`config.mk`:
```
export PLATFORM = sky130hd
export DESIGN_NAME = mux4to1_rr_arbiter_flat
export DESIGN_NICKNAME = d
export VERILOG_FILES = /design/src/rtl/mux4to1_rr_arbiter_if.sv /design/src/rtl/mux4to1_rr_arbiter.sv /design/src/flat_wrapper.sv
export SDC_FILE = /design/constraint.sdc
export NUM_CORES = 1
export LEC_CHECK = 0
export ABC_AREA = 1
export ABC_CLOCK_PERIOD_IN_PS = 1830
export CAP_MARGIN = 5
export CORE_ASPECT_RATIO = 1.1
export CORE_UTILIZATION = 49
export CTS_CLUSTER_DIAMETER = 150
export DETAILED_ROUTE_END_ITERATION = 7
export GPL_TIMING_DRIVEN = 0
export PLACE_DENSITY_LB_ADDON = 0.12
export SYNTH_ARGS = -nofsm -noshare
export SYNTH_HDL_FRONTEND = slang
export SYNTH_SLANG_ARGS = --single-unit
```
`constraint.sdc`:
```
create_clock -name clk -period 1.83 [get_ports clk]
set_input_delay 0.183 -clock clk [delete_from_list [all_inputs] [get_ports clk]]
set_output_delay 0.183 -clock clk [all_outputs]
set_load 0.02 [all_outputs]
```
`src/rtl/mux4to1_rr_arbiter_if.sv`:
```
// Request/grant bundle between four requesters and the round-robin arbiter,
// plus the shared 4:1 mux data lanes that the arbiter's select steers.
interface mux4to1_rr_arbiter_if #(
    parameter int CNT_W = 8
);
    // Handshake: a requester raises req[i] and holds it for as long as it
    // wants the mux; it owns the mux only while gnt[i] (and valid) is high.
    // There is no separate ready: the grant may be withdrawn by slot expiry
    // while req[i] is still high, and dropping req[i] releases it on the next
    // edge. y is meaningful only while valid is high.
    logic [3:0]       req;
    logic [3:0]       gnt;
    logic [1:0]       sel;
    logic             valid;
    logic [CNT_W-1:0] slot_cnt;
    logic             dbg_state;  // 0 = IDLE, 1 = GRANT
    logic [3:0]       w;
    logic             y;

    modport master (
        input  req,
        input  w,
        output gnt,
        output sel,
        output valid,
        output slot_cnt,
        output dbg_state,
        output y
    );

    modport slave (
        output req,
        output w,
        input  gnt,
        input  sel,
        input  valid,
        input  slot_cnt,
        input  dbg_state,
        input  y
    );
endinterface

```
`src/rtl/mux4to1_rr_arbiter.sv`:
```
// Round-robin arbiter sharing one 4:1 mux among four requesters; each grant
// is held until released or until SLOT_MAX cycles pass with others waiting.
module mux4to1_rr_arbiter #(
    parameter int SLOT_MAX = 8,
    parameter int CNT_W    = 8
) (
    input logic                    clk,
    input logic                    rst,
    mux4to1_rr_arbiter_if.master   bus
);

    typedef enum logic {
        IDLE  = 1'b0,
        GRANT = 1'b1
    } state_t;

    state_t     state;
    logic [1:0] cur;
    logic [1:0] last;

    logic [3:0] others;
    logic [1:0] pick_idle;
    logic [1:0] pick_rel;
    logic [1:0] pick_exp;
    logic       expired;

    // First set bit of mask searching base+1, base+2, base+3, base (mod 4).
    function automatic logic [1:0] pick(input logic [1:0] base, input logic [3:0] mask);
        logic [1:0] idx;
        pick = base;
        for (int k = 4; k >= 1; k--) begin
            idx = base + 2'(k);
            if (mask[idx]) pick = idx;
        end
    endfunction

    always_comb begin
        others    = bus.req & ~(4'b0001 << cur);
        pick_idle = pick(last, bus.req);
        pick_rel  = pick(cur, bus.req);
        pick_exp  = pick(cur, others);
        expired   = (bus.slot_cnt == CNT_W'(SLOT_MAX));
    end

    always_ff @(posedge clk or posedge rst) begin
        if (rst) begin
            state        <= IDLE;
            cur          <= 2'd0;
            last         <= 2'd3;
            bus.gnt      <= 4'b0000;
            bus.sel      <= 2'd0;
            bus.valid    <= 1'b0;
            bus.slot_cnt <= '0;
        end else begin
            case (state)
                IDLE: begin
                    // sel keeps its previous value while idle
                    if (|bus.req) begin
                        cur          <= pick_idle;
                        bus.gnt      <= 4'b0001 << pick_idle;
                        bus.sel      <= pick_idle;
                        bus.valid    <= 1'b1;
                        bus.slot_cnt <= CNT_W'(1);
                        state        <= GRANT;
                    end
                end
                GRANT: begin
                    if (!bus.req[cur]) begin
                        last <= cur;
                        if (|bus.req) begin
                            cur          <= pick_rel;
                            bus.gnt      <= 4'b0001 << pick_rel;
                            bus.sel      <= pick_rel;
                            bus.slot_cnt <= CNT_W'(1);
                        end else begin
                            bus.gnt      <= 4'b0000;
                            bus.valid    <= 1'b0;
                            bus.slot_cnt <= '0;
                            state        <= IDLE;
                        end
                    end else if (expired) begin
                        // A lone owner simply restarts its slot
                        bus.slot_cnt <= CNT_W'(1);
                        if (|others) begin
                            last    <= cur;
                            cur     <= pick_exp;
                            bus.gnt <= 4'b0001 << pick_exp;
                            bus.sel <= pick_exp;
                        end
                    end else begin
                        bus.slot_cnt <= bus.slot_cnt + CNT_W'(1);
                    end
                end
            endcase
        end
    end

    assign bus.dbg_state = logic'(state);
    assign bus.y         = bus.w[bus.sel];

    a_gnt_onehot: assert property (@(posedge clk) disable iff (rst)
        $onehot0(bus.gnt));
    a_valid_gnt: assert property (@(posedge clk) disable iff (rst)
        bus.valid == (bus.gnt != 4'b0000));
    a_sel_gnt: assert property (@(posedge clk) disable iff (rst)
        bus.valid |-> bus.gnt[bus.sel]);
    a_cnt_max: assert property (@(posedge clk) disable iff (rst)
        bus.slot_cnt <= CNT_W'(SLOT_MAX));

endmodule

```
`src/flat_wrapper.sv`:
```
// flat-port wrapper written by rule: the top's interface ports become plain ports
module mux4to1_rr_arbiter_flat 
#(
    parameter int SLOT_MAX = 8,
    parameter int CNT_W    = 8
)
  (clk, rst, bus_req, bus_w, bus_gnt, bus_sel, bus_valid, bus_slot_cnt, bus_dbg_state, bus_y);
  mux4to1_rr_arbiter_if #(.CNT_W(CNT_W)) bus_i ();
  input logic clk;
  input logic rst;
  input wire logic [$bits(bus_i.req)-1:0] bus_req;
  input wire logic [$bits(bus_i.w)-1:0] bus_w;
  output wire logic [$bits(bus_i.gnt)-1:0] bus_gnt;
  output wire logic [$bits(bus_i.sel)-1:0] bus_sel;
  output wire logic [$bits(bus_i.valid)-1:0] bus_valid;
  output wire logic [$bits(bus_i.slot_cnt)-1:0] bus_slot_cnt;
  output wire logic [$bits(bus_i.dbg_state)-1:0] bus_dbg_state;
  output wire logic [$bits(bus_i.y)-1:0] bus_y;
  assign bus_i.req = bus_req;
  assign bus_i.w = bus_w;
  assign bus_gnt = bus_i.gnt;
  assign bus_sel = bus_i.sel;
  assign bus_valid = bus_i.valid;
  assign bus_slot_cnt = bus_i.slot_cnt;
  assign bus_dbg_state = bus_i.dbg_state;
  assign bus_y = bus_i.y;
  mux4to1_rr_arbiter #(.SLOT_MAX(SLOT_MAX), .CNT_W(CNT_W)) u_core (.clk(clk), .rst(rst), .bus(bus_i));
endmodule
```
# Yosys cells after proc, flatten, opt, wreduce, memory -nomap -nowiden
# Index checks and enable logic that the tools add are counted.
# Widths: inputs -> output; s select.
[totals] elab_cells=100 register_bits=18 input_bits=10 output_inout_bits=17
[classes] shifts=4 order_cmp=7 eq_ne=9 n_bitwise=3 addsub=7 n_reduce_logical=6 n_mux=58
[op_table] cell="$mux 2" count=17
[op_table] cell="$mux 8" count=3
[op_table] cell="$bmux 1 s2" count=11
[op_table] cell="$lt 2x3->1 const B" count=7
[op_table] cell="$mux 4" count=5
[op_table] cell="$mux 1" count=17
[op_table] cell="$pmux 8 s2" count=1
[op_table] cell="$shl 1x2->4 const A" count=4
[op_table] cell="$ne 3x3->1 const B" count=3
[op_table] cell="$reduce_and 3->1" count=3
[op_table] cell="$add 2x2->2 const B" count=4
[op_table] cell="$add 8x1->8 const B" count=1
[op_table] cell="$eq 8x4->1 const B" count=1
[op_table] cell="$pmux 4 s2" count=1
[op_table] cell="$reduce_or 4->1" count=2
[op_table] cell="$ne 2x2->1 const B" count=3
[op_table] cell="$add 2x1->2 const B" count=2
[op_table] cell="$and 4x4->4" count=1
[op_table] cell="$ne 2x1->1 const B" count=2
[op_table] cell="$not 4->4" count=1
[op_table] cell="$pmux 1 s2" count=2
[op_table] cell="$pmux 2 s2" count=1
[op_table] cell="$reduce_and 4->1" count=1
[op_table] cell="$not 1->1" count=1

# Longest topological paths before layout
# Gate-level depths: netlist of run 1.
[logic_depth] word_depth=13 depth_mapped=17 depth_no_buf=15

# Worst setup path before layout of run 1
# No wires, ideal clock.
[synth_timing] kind="register to register" startpoint="reg u_core.bus.sel[0] (netlist name)" endpoint="reg u_core.bus.gnt[0]" path_stages_with_launch=16 setup_slack_ps=-278 n_path_buf=2 arrival_ps=1991 synth_period_minus_slack_ps=2108 setup_time_ps=117 required_time_ps=1713 path_cell_list="dfrtp_1 buf_6 inv_2 buf_6 ha_1 inv_1 nand2_1 inv_2 nor2_1 nand2_1 nand2_1 nand2_1 nand3_1 nand3_1 nand3_1 nand2_1"
[synth_rtl] item="end signal: assignment" line_no="mux4to1_rr_arbiter.sv:60" source="bus.gnt <= 4'b0001 << pick_idle;"
[synth_rtl] item="end signal: assignment" line_no="mux4to1_rr_arbiter.sv:72" source="bus.gnt <= 4'b0001 << pick_rel;"
[synth_rtl] item="end signal: assignment" line_no="mux4to1_rr_arbiter.sv:87" source="bus.gnt <= 4'b0001 << pick_exp;"
[synth_rtl] item="end: declaration" line_no="mux4to1_rr_arbiter_if.sv:23" source="output gnt,"

==> impl_metrics.json, run 1 <==
{
  "outcome": "finished with violations",
  "violations": "design-rule violations, negative setup slack",
  "end_kind": "register",
  "critPathLaunchType": "register",
  "cts_num_sinks": 18,
  "required_ns": 2.06,
  "htreeDepth": 1,
  "place_congestion": 0.822,
  "preCtsSetupSlack_ns": -0.165,
  "cts_tree": "built",
  "first_pass_iters": 6,
  "worstMarginPinSlew_ns": 0.681,
  "drc": 3,
  "syn_nets": 274,
  "finalPower_mw": 4.69,
  "track_usage_pct": 24.5,
  "drv_slew": 0,
  "dp_hpwl_mm": 2.88,
  "timing.critical_path.buf_inv": 4,
  "fin_setup_tns_ns": -0.499,
  "ys_warn_count": 0,
  "portBuffers": 26,
  "start_util_pct": 53.1,
  "clockPowerShare_pct": 5.2,
  "setup_slack_ns": -0.124,
  "grt_pass1_vias": 1666,
  "finalCriticalPeriod_ns": 1.95,
  "grt_pass1_wl_mm": 7.04,
  "cp_max_fo": 4,
  "fin_nets": 318,
  "route.vias.total": 1781,
  "cts_root_buf": "clkbuf_4",
  "yosysSeqAreaShare_pct": 27.1,
  "pwr_density_cell_mw_per_mm2": 2050,
  "clk_pin_slew_ns": 0.10,
  "power_frac_comb_pct": 80.5,
  "core_area_mm2": 0.00315,
  "critical_path.top_delay_family": "simple AND/OR/NAND/NOR gates",
  "p_sw_mw": 2.52,
  "rsz0062_at_grt": "true",
  "p_int_mw": 2.17,
  "leakage_nw": 1.13,
  "critPathKind": "reg -> reg",
  "cp_cell_sequence": "buf_6, inv_4, buf_8, ha_4, inv_1, nand2_1, nand2_1, nand3_2, and2_1, nand2_1, nand2_2, nand3_2, nand2_2, nand2_2, a21oi_2",
  "hold_path_class": "in -> async",
  "viasPerCell": 5.32,
  "pwr-share-seq_pct": 14.3,
  "num_rows": 21,
  "drive_above_1_share_pct": 33.2,
  "totalWireLength_mm": 4.28,
  "synthesis.area_mm2": 0.00167,
  "clockBufferDepth": 2,
  "ant_nets": 0,
  "max_freq_mhz": 512,
  "synth_edf_count": 0,
  "die_w_um": 57.7,
  "cp_slowest_stage_delay_ns": 0.44,
  "synth_seq_cells": 18,
  "setup_viol": 6,
  "die_area_mm2": 0.00365,
  "antenna_cells": 0,
  "synth_cell_type_count": 33,
  "fillers": 252,
  "grt_max_degree": 19,
  "pin_count": 27,
  "clk-insertion-delay-late_ns": 0.29,
  "arrival_ns": 2.19,
  "swShare_pct": 53.7,
  "grt_antenna_before_repair": 0,
  "wire_per_inst_um": 12.8,
  "vdd_ir_drop_max_mv": 0.927,
  "die_h_um": 63.3,
  "grt_overflow": 0,
  "fin_crit_sh_pct": 107,
  "crit_path_top_delay_cell": "dfrtp_2",
  "hold_slack_ns": 0.281,
  "syn-instance-count": 258,
  "path_depth": 15,
  "area_growth_pct": 36.9,
  "dpl-instance-area_mm2": 0.00202,
  "reg2reg_slack_ns": -0.12,
  "synthFlopType": "dfrtp_1",
  "fin_skew_ns": 0.00286,
  "reg2reg_depth": 15,
  "holdBufCountCts": 0,
  "cts_buffers": 3,
  "final_area_mm2": 0.00229,
  "drv_cap": 0,
  "ys_async_sr_fraction_pct": 100,
  "synth.avg_cell_area_um2": 6.48,
  "drt_iter0_drc": 49,
  "slew_headroom_pct": 54.5,
  "hold_viol": 0
}
==> final timing paths <==
path	start	end
max reg2reg	u_core.bus.sel[0]	u_core.bus.gnt[2]
min	rst	u_core.bus.gnt[2]
max in group asynchronous	rst	u_core.bus.sel[0]
max	u_core.bus.sel[0]	u_core.bus.gnt[2]
min reg2reg	u_core.bus.gnt[0]	u_core.bus.gnt[0]
min in group clk	u_core.bus.gnt[0]	u_core.bus.gnt[0]
==> power groups by stage <==
stage	Sequential [mW]	Combinational (mW)	Clock (mW)
global route	0.692	4.18	0.259
global placement	0.691	2.95	0
floorplan	0.790	2.22	0
detailed placement	0.692	2.99	0
finish	0.671	3.78	0.245
CTS	0.677	3.41	0.249
==> per-stage QoR <==
step                std cells  util, %
finish                    335     72.7
global route              335     72.7
CTS                       332     69.9
detailed placement        318     63.9
global placement          318     63.9
floorplan                 258        -
==> layout make-up <==
| cell class | count | area (µm²) | share of cell area, % |
|---|---|---|---|
| inverters | 39 | 156 | 6.83 |
| repair buffers | 39 | 357 | 15.6 |
| plain buffers | 4 | 38.8 | 1.69 |
| well taps | 34 | 42.5 | 1.86 |
| flip-flops and latches | 18 | 455 | 19.9 |
| multi-input cells | 197 | 1200 | 52.6 |
| clock buffers | 4 | 36.3 | 1.58 |
==> worst reg2reg max path: stages, from the launching register on <==
cell	delay [ns]
dfrtp_2	0.44
buf_6	0.13
inv_4	0.05
buf_8	0.11
ha_4	0.12
inv_1	0.03
nand2_1	0.07
nand2_1	0.08
nand3_2	0.10
and2_1	0.19
nand2_1	0.11
nand2_2	0.12
nand3_2	0.08
nand2_2	0.07
nand2_2	0.05
a21oi_2	0.14
==> layer usage <==
layer	up-vias	GRT usage, %	part of all wire (%)
met3	12	2.67	4.4
met2	37	45.2	48
met4	0	8.33	2.5
met1	812	28.9	45
li1	920	-	-
met5	-	0	0
==> sequential cells by signal (all words and copies together) (netlist names) <==
register,flops
u_core.last,2
u_core.bus.dbg_state,1
u_core.bus.sel,2
u_core.bus.valid,1
u_core.bus.gnt,4
u_core.bus.slot_cnt,8
==> cells in the final DEF, fill, tap and decap left out, drive strengths merged <==
master	count
inv	37
nand3	33
dfstp	2
o22ai	6
a31oi	1
and2	1
ha	6
clkinv	2
xnor2	1
nor3	2
buf	18
o21ai	19
dfrtp	16
nor2	18
clkdlybuf4s50	25
clkbuf	4
xor2	3
a21oi	6
nand4	5
or2	1
nand2	95
==> synth_stat cells (2+ instances only) <==
master	n	area share, %
a21oi_2	4	2.1
buf_6	2	1.3
clkinv_1	2	0.45
dfrtp_1	16	24
dfstp_2	2	3.1
ha_1	6	4.5
inv_1	23	5.2
inv_2	13	2.9
nand2_1	87	20
nand2_2	7	2.6
nand3_1	31	9.3
nand3_2	2	1.2
nand4_1	4	1.5
nor2_1	16	3.6
nor3_1	2	0.60
o21ai_0	10	3.0
o21ai_1	3	0.90
o21ai_2	6	3.1
o22ai_1	6	2.2
xor2_1	3	1.6
==> cells by family after synthesis <==
logic type / count (synthesis) / synth area share, %
AO/OA/AOI/OAI: 32 / 13.0
XOR/XNOR: 4 / 2.09
adder cells (fa/ha/maj): 6 / 4.49
buffers and inverters: 43 / 11.0
flip-flops: 18 / 27.1
AND/OR/NAND/NOR: 155 / 42.3
==> what timing repair did <==
| item | 4_1_cts | 5_1_grt |
|---|---|---|
| pin swaps | 20 | 14 |
| resized for setup | 24 | 18 |
| buffers inserted | 10 | 3 |
| endpoints found under the setup margin | 7 | 9 |
No activity file was read; power rests on OpenSTA's default activity.
==> inputs of run 2 (changes only) <==
- GPL_ROUTABILITY_DRIVEN: not set -> 0
- REMOVE_ABC_BUFFERS: not set -> 1
==> impl_metrics.json, run 2 (synthesized netlist as in run 1, its figures left out) <==
{
  "clk_pin_slew_ns": 0.11,
  "die_h_um": 63.3,
  "htreeDepth": 1,
  "totalWireLength_mm": 4.47,
  "final_common_cell": "nand2_1",
  "fin_cells": 329,
  "num_rows": 21,
  "dp.cells": 314,
  "violations": "negative setup slack",
  "mostFrequentLayoutCells": "nand2_1, clkdlybuf4s50_1, nand3_1",
  "met3_usage_pct": 4.93,
  "max_freq_mhz": 505,
  "setup_slack_ns": -0.151,
  "route.vias.total": 1775,
  "grt_overflow": 0,
  "cp_slowest_stage_delay_ns": 0.54,
  "fin_setup_tns_ns": -0.888,
  "wire_per_inst_um": 13.6,
  "grt_pass1_wl_mm": 7.51,
  "core_area_mm2": 0.00315,
  "dp_hpwl_mm": 2.82,
  "holdBufCountCts": 0,
  "cts_buffers": 3,
  "track_usage_pct": 26.1,
  "end_kind": "register",
  "critPathLaunchType": "register",
  "final_core_util_pct": 72.4,
  "clk-insertion-delay-late_ns": 0.30,
  "fin_nets": 312,
  "viasPerCell": 5.40,
  "grt_pass1_vias": 1618,
  "critPathKind": "reg -> reg",
  "area_growth_pct": 36.4,
  "clockBufferDepth": 2,
  "rsz0062_at_grt": "true",
  "die_area_mm2": 0.00365,
  "pin_count": 27,
  "cp_cell_sequence": "buf_8, buf_8, nand2_4, o21ai_2, or2_1, o21ai_4, nand2_2, nand2_4, nor2_8, clkinv_4, nand2_4, inv_2, nand3_2, nand2_1",
  "grt_antenna_before_repair": 0,
  "hold_path_class": "in -> async",
  "arrival_ns": 2.23,
  "reg_top3": "u_core.bus.slot_cnt: 8 flops, u_core.bus.gnt: 4 flops",
  "hold_viol": 0,
  "outcome": "finished with violations",
  "setup_viol": 8,
  "start_util_pct": 53.1,
  "cts_tree": "built",
  "use_met1_pct": 36.1,
  "slew_headroom_pct": 53.9,
  "drv_slew": 0,
  "ant_nets": 0,
  "path_common_cell": "nand2_4",
  "busiest_layer": "met2",
  "fin_crit_sh_pct": 108,
  "cp_max_fo": 8,
  "pwr_density_cell_mw_per_mm2": 2040,
  "leakage_nw": 1.12,
  "antenna_cells": 0,
  "worstMarginPinSlew_ns": 0.691,
  "cts_root_buf": "clkbuf_4",
  "portBuffers": 26,
  "drt_iter0_drc": 119,
  "grt_use_met2_pct": 42.0,
  "largest_reg_flops": 8,
  "finalCriticalPeriod_ns": 1.98,
  "drc": 0,
  "vdd_ir_drop_max_mv": 1.08,
  "die_w_um": 57.7,
  "cts_num_sinks": 18,
  "first_pass_iters": 4,
  "drive_above_1_share_pct": 32.2,
  "largest-register": "u_core.bus.slot_cnt",
  "reg2reg_depth": 14,
  "drv_cap": 0,
  "fin_skew_ns": 0.00688,
  "required_ns": 2.08,
  "grt_max_degree": 19,
  "crit_path_top_delay_cell": "dfrtp_4"
}
[run 2: per-stage QoR]
stage                     total power, mW  hold WS [ns]  setup slack (ns)  area (µm²)
after global routing                 5.08         0.340            -0.240        2280
after detailed placement             3.51         0.476            -0.853        1940
final                                4.66         0.278            -0.151        2280
after CTS                            4.23         0.301            -0.102        2160
after floorplan                      2.84         0.120            -0.533        1640
after global placement               3.46         0.472            -0.848        1940
[run 2: what timing repair did]
action / in CTS / in global routing
buffers inserted: 9 / 2
pin swaps: 11 / 10
endpoints found under the hold margin: 0 / 0
setup endpoints to repair: 18 / 16
resized for setup: 33 / 36
[run 2: area by class of cell]
| class | instances | area, µm² |
|---|---|---|
| multi-input cells | 197 | 1200 |
| fillers | 258 | 871 |
| flip-flops and latches | 18 | 459 |
| repair buffers | 37 | 379 |
| inverters | 39 | 161 |
| well taps | 34 | 42.5 |
| clock buffers | 4 | 36.3 |
[run 2: path summary, 6_finish.rpt]
path / startpoint / to / slack [ns]
setup / recovery: u_core.bus.sel[0] / u_core.bus.gnt[0] / -0.15
hold / removal: rst / u_core.bus.gnt[0] / 0.28
setup reg to reg: u_core.bus.sel[0] / u_core.bus.gnt[0] / -0.15
hold reg to reg: u_core.bus.gnt[0] / u_core.bus.gnt[0] / 0.52
max in group asynchronous: rst / u_core.bus.sel[0] / 1.05
min in group clk: u_core.bus.gnt[0] / u_core.bus.gnt[0] / 0.52
[run 2: worst max-delay path: cells and delay by family, from the launching register on]
family / cells / cell delay [ns]
flops: 1 / 0.54
buf+inv: 4 / 0.46
simple gates: 8 / 0.75
compound gates: 2 / 0.17
[run 2: per-layer routing]
metal,vias up,wire length (µm)
li1,904,-
met1,811,1970
met2,50,2180
met3,10,194
met4,0,120
met5,-,0
[run 2: power by group]
group | total, mW | leakage [nW] | switching, mW | internal [mW]
Clock | 0.251 | 0.0210 | 0.129 | 0.121
Combinational | 3.71 | 0.875 | 2.24 | 1.47
Sequential | 0.700 | 0.219 | 0.145 | 0.556
Total | 4.66 | 1.12 | 2.51 | 2.15
==> variant (settings of run 1) <==
`CNT_W` is set to 8 in 3 places; all go to 12.
--- a/src/rtl/mux4to1_rr_arbiter_if.sv
+++ b/src/rtl/mux4to1_rr_arbiter_if.sv
@@ -1,7 +1,7 @@
 // Request/grant bundle between four requesters and the round-robin arbiter,
 // plus the shared 4:1 mux data lanes that the arbiter's select steers.
 interface mux4to1_rr_arbiter_if #(
-    parameter int CNT_W = 8
+    parameter int CNT_W = 12
 );
     // Handshake: a requester raises req[i] and holds it for as long as it
     // wants the mux; it owns the mux only while gnt[i] (and valid) is high.
--- a/src/rtl/mux4to1_rr_arbiter.sv
+++ b/src/rtl/mux4to1_rr_arbiter.sv
@@ -2,7 +2,7 @@
 // is held until released or until SLOT_MAX cycles pass with others waiting.
 module mux4to1_rr_arbiter #(
     parameter int SLOT_MAX = 8,
-    parameter int CNT_W    = 8
+    parameter int CNT_W    = 12
 ) (
     input logic                    clk,
     input logic                    rst,
--- a/src/flat_wrapper.sv
+++ b/src/flat_wrapper.sv
@@ -2,7 +2,7 @@
 module mux4to1_rr_arbiter_flat 
 #(
     parameter int SLOT_MAX = 8,
-    parameter int CNT_W    = 8
+    parameter int CNT_W    = 12
 )
   (clk, rst, bus_req, bus_w, bus_gnt, bus_sel, bus_valid, bus_slot_cnt, bus_dbg_state, bus_y);
   mux4to1_rr_arbiter_if #(.CNT_W(CNT_W)) bus_i ();
Interface: changed (resized bus_slot_cnt); port bits go from 27 to 31. The function was not compared with the original's and may differ.
==> variant against run 1 <==
- sequential cell count rose by 4
- area after synthesis grew 13%
- sequential power up 19%
- clock power grew 24%
- routed wire length increased by 6.5%
- design area is 9.2% higher
- total power down 0.63%
- die area grew 12%
- setup slack better by 140 ps
==> variant: results (changes against run 1) <==
[metrics] inverter count of the layout excluding clock inverters: 37 (-5.1%)
[metrics] fraction of area in clock buffers and inverters: 1.800% (+0.22 points)
[metrics] crit-path max cell delay: 460 ps (+20 ps)
[metrics] transition time at the pin with the least slew margin: 817.7 ps (+136.5 ps)
[metrics] sequential fraction of design power: 17.1% (+2.8 points)
[metrics] clock input transition at the sequential cells of the worst setup and hold paths: 70 ps (-30 ps)
[metrics] run status: finished clean
[metrics] clock tree skew after final layout: 0.9988 ps (-1.858 ps)
[metrics] origin of the worst setup path: u_core.bus.sel[1]$_DFFE_PP0P_
[metrics] Seq. cell area: 555.5 um^2 (+22%)
[metrics] register-to-register setup slack: 20 ps (+140 ps)
[metrics] via count of the first global-routing pass: 1668 (+0.12%)
[metrics] largest driver fanout on the critical path: 6 (+2)
[metrics] Detail Placement HPWL: 3206 um (+11%)
[metrics] clock latency on the worst-skew pair: 260 ps (-30 ps)
[metrics] reg2reg end: u_core.bus.gnt[0]$_DFFE_PP0P_
[metrics] Leak: 0.001150 uW (+1.5%)
[metrics] Layout non-clock buf frac: 18.50% (+1.2 points)
[metrics] Setup Slack @ Placement: -163.8 ps (+1.485 ps)
[metrics] Peak VDD IR: 1.247 mV (+34%)
[metrics] total of fill cells in the finished design: 318 (+26%)
[metrics] final weighted congestion in routability-driven placement: 0.8415 (+2.4%)
[metrics] count of buffers from port buffering: 30 (+15%)
[metrics] non-clock buffer count: 49 (+14%)
[metrics] wire length of the first global-routing pass: 7224 um (+2.6%)
[metrics] pin count of the biggest net entering global routing: 23 (+4)
[metrics] proportion of layout cells with a drive suffix above 1: 27.56% (-5.7 points)
[metrics] register bit total from synthesis: 22 (+4)
[metrics] library cell used as clock root buffer: clkbuf_8
[metrics] total number of multi-input combinational cells: 200 (+1.5%)
[metrics] number of nets in the layout: 329 (+3.5%)
[metrics] number of vias per cell: 5.215 (-1.9%)
[metrics] GRT met1 Usage: 30.61% (+1.7 points)
[metrics] commonest cells in the synthesized netlist: 75 x nand2_1, 30 x nand3_1, 29 x inv_1
[metrics] global-route met2 utilization: 39.40% (-5.8 points)
[metrics] Total Routed Length: 4559 um (+6.5%)
[metrics] final critical delay including setup and external delays: 1812 ps (-142.5 ps)
[metrics] CP arrival: 1960 ps (-230 ps)
[metrics] compound-cell area share of the yosys netlist: 11.69% (-1.3 points)
[metrics] dominant cells by area after synthesis: dfrtp_1 27%, nand2_1 15%, nand3_1 8.0%
[metrics] switching share of power: 51.16% (-2.6 points)
[metrics] met3 Track Usage GR: 4.466% (+1.8 points)
[metrics] cells on worst reg2reg path: 13 (-2)
[metrics] Worst Hold Slack: 376.7 ps (+95.29 ps)
[metrics] distinct cell type count of the synthesized netlist: 37 (+12%)
[metrics] total routing usage reported by global routing: 23.37% (-1.1 points)
[variant: changes by cell type after synthesis, moves of 3 or more]
cell / change
a21oi_1: +5
dfrtp_1: +4
inv_1: +6
inv_2: -5
nand2_1: -12
nand3_2: +3
nand4_1: +3
nor4_1: +4
o21ai_2: -6
o22ai_1: +3
xor2_1: +5
[variant: layer usage]
metal / wire [um] / part of all wire, % / up-vias
met4: 25 / 0.55 / 0
met3: 128 / 2.8 / 4
met2: 2322 / 51 / 34
li1: - / - / 972
met5: 0 / 0 / -
met1: 2083 / 46 / 878
[variant: metrics by stage]
| stage | area [um^2] | power, uW |
|---|---|---|
| 2_1_floorplan | 1898 | 3062 |
| 3_3_place_gp | 2261 | 3726 |
| 3_5_place_dp | 2261 | 3763 |
| 4_1_cts | 2327 | 4136 |
| 5_1_grt | 2502 | 5095 |
| 6_report | 2502 | 4662 |
[variant: timing repair]
action / CTS / global route
gates resized for setup: 6 / 31
pin swaps: 1 / 8
buffers inserted: 1 / 12
endpoints found under the setup margin: 7 / 15
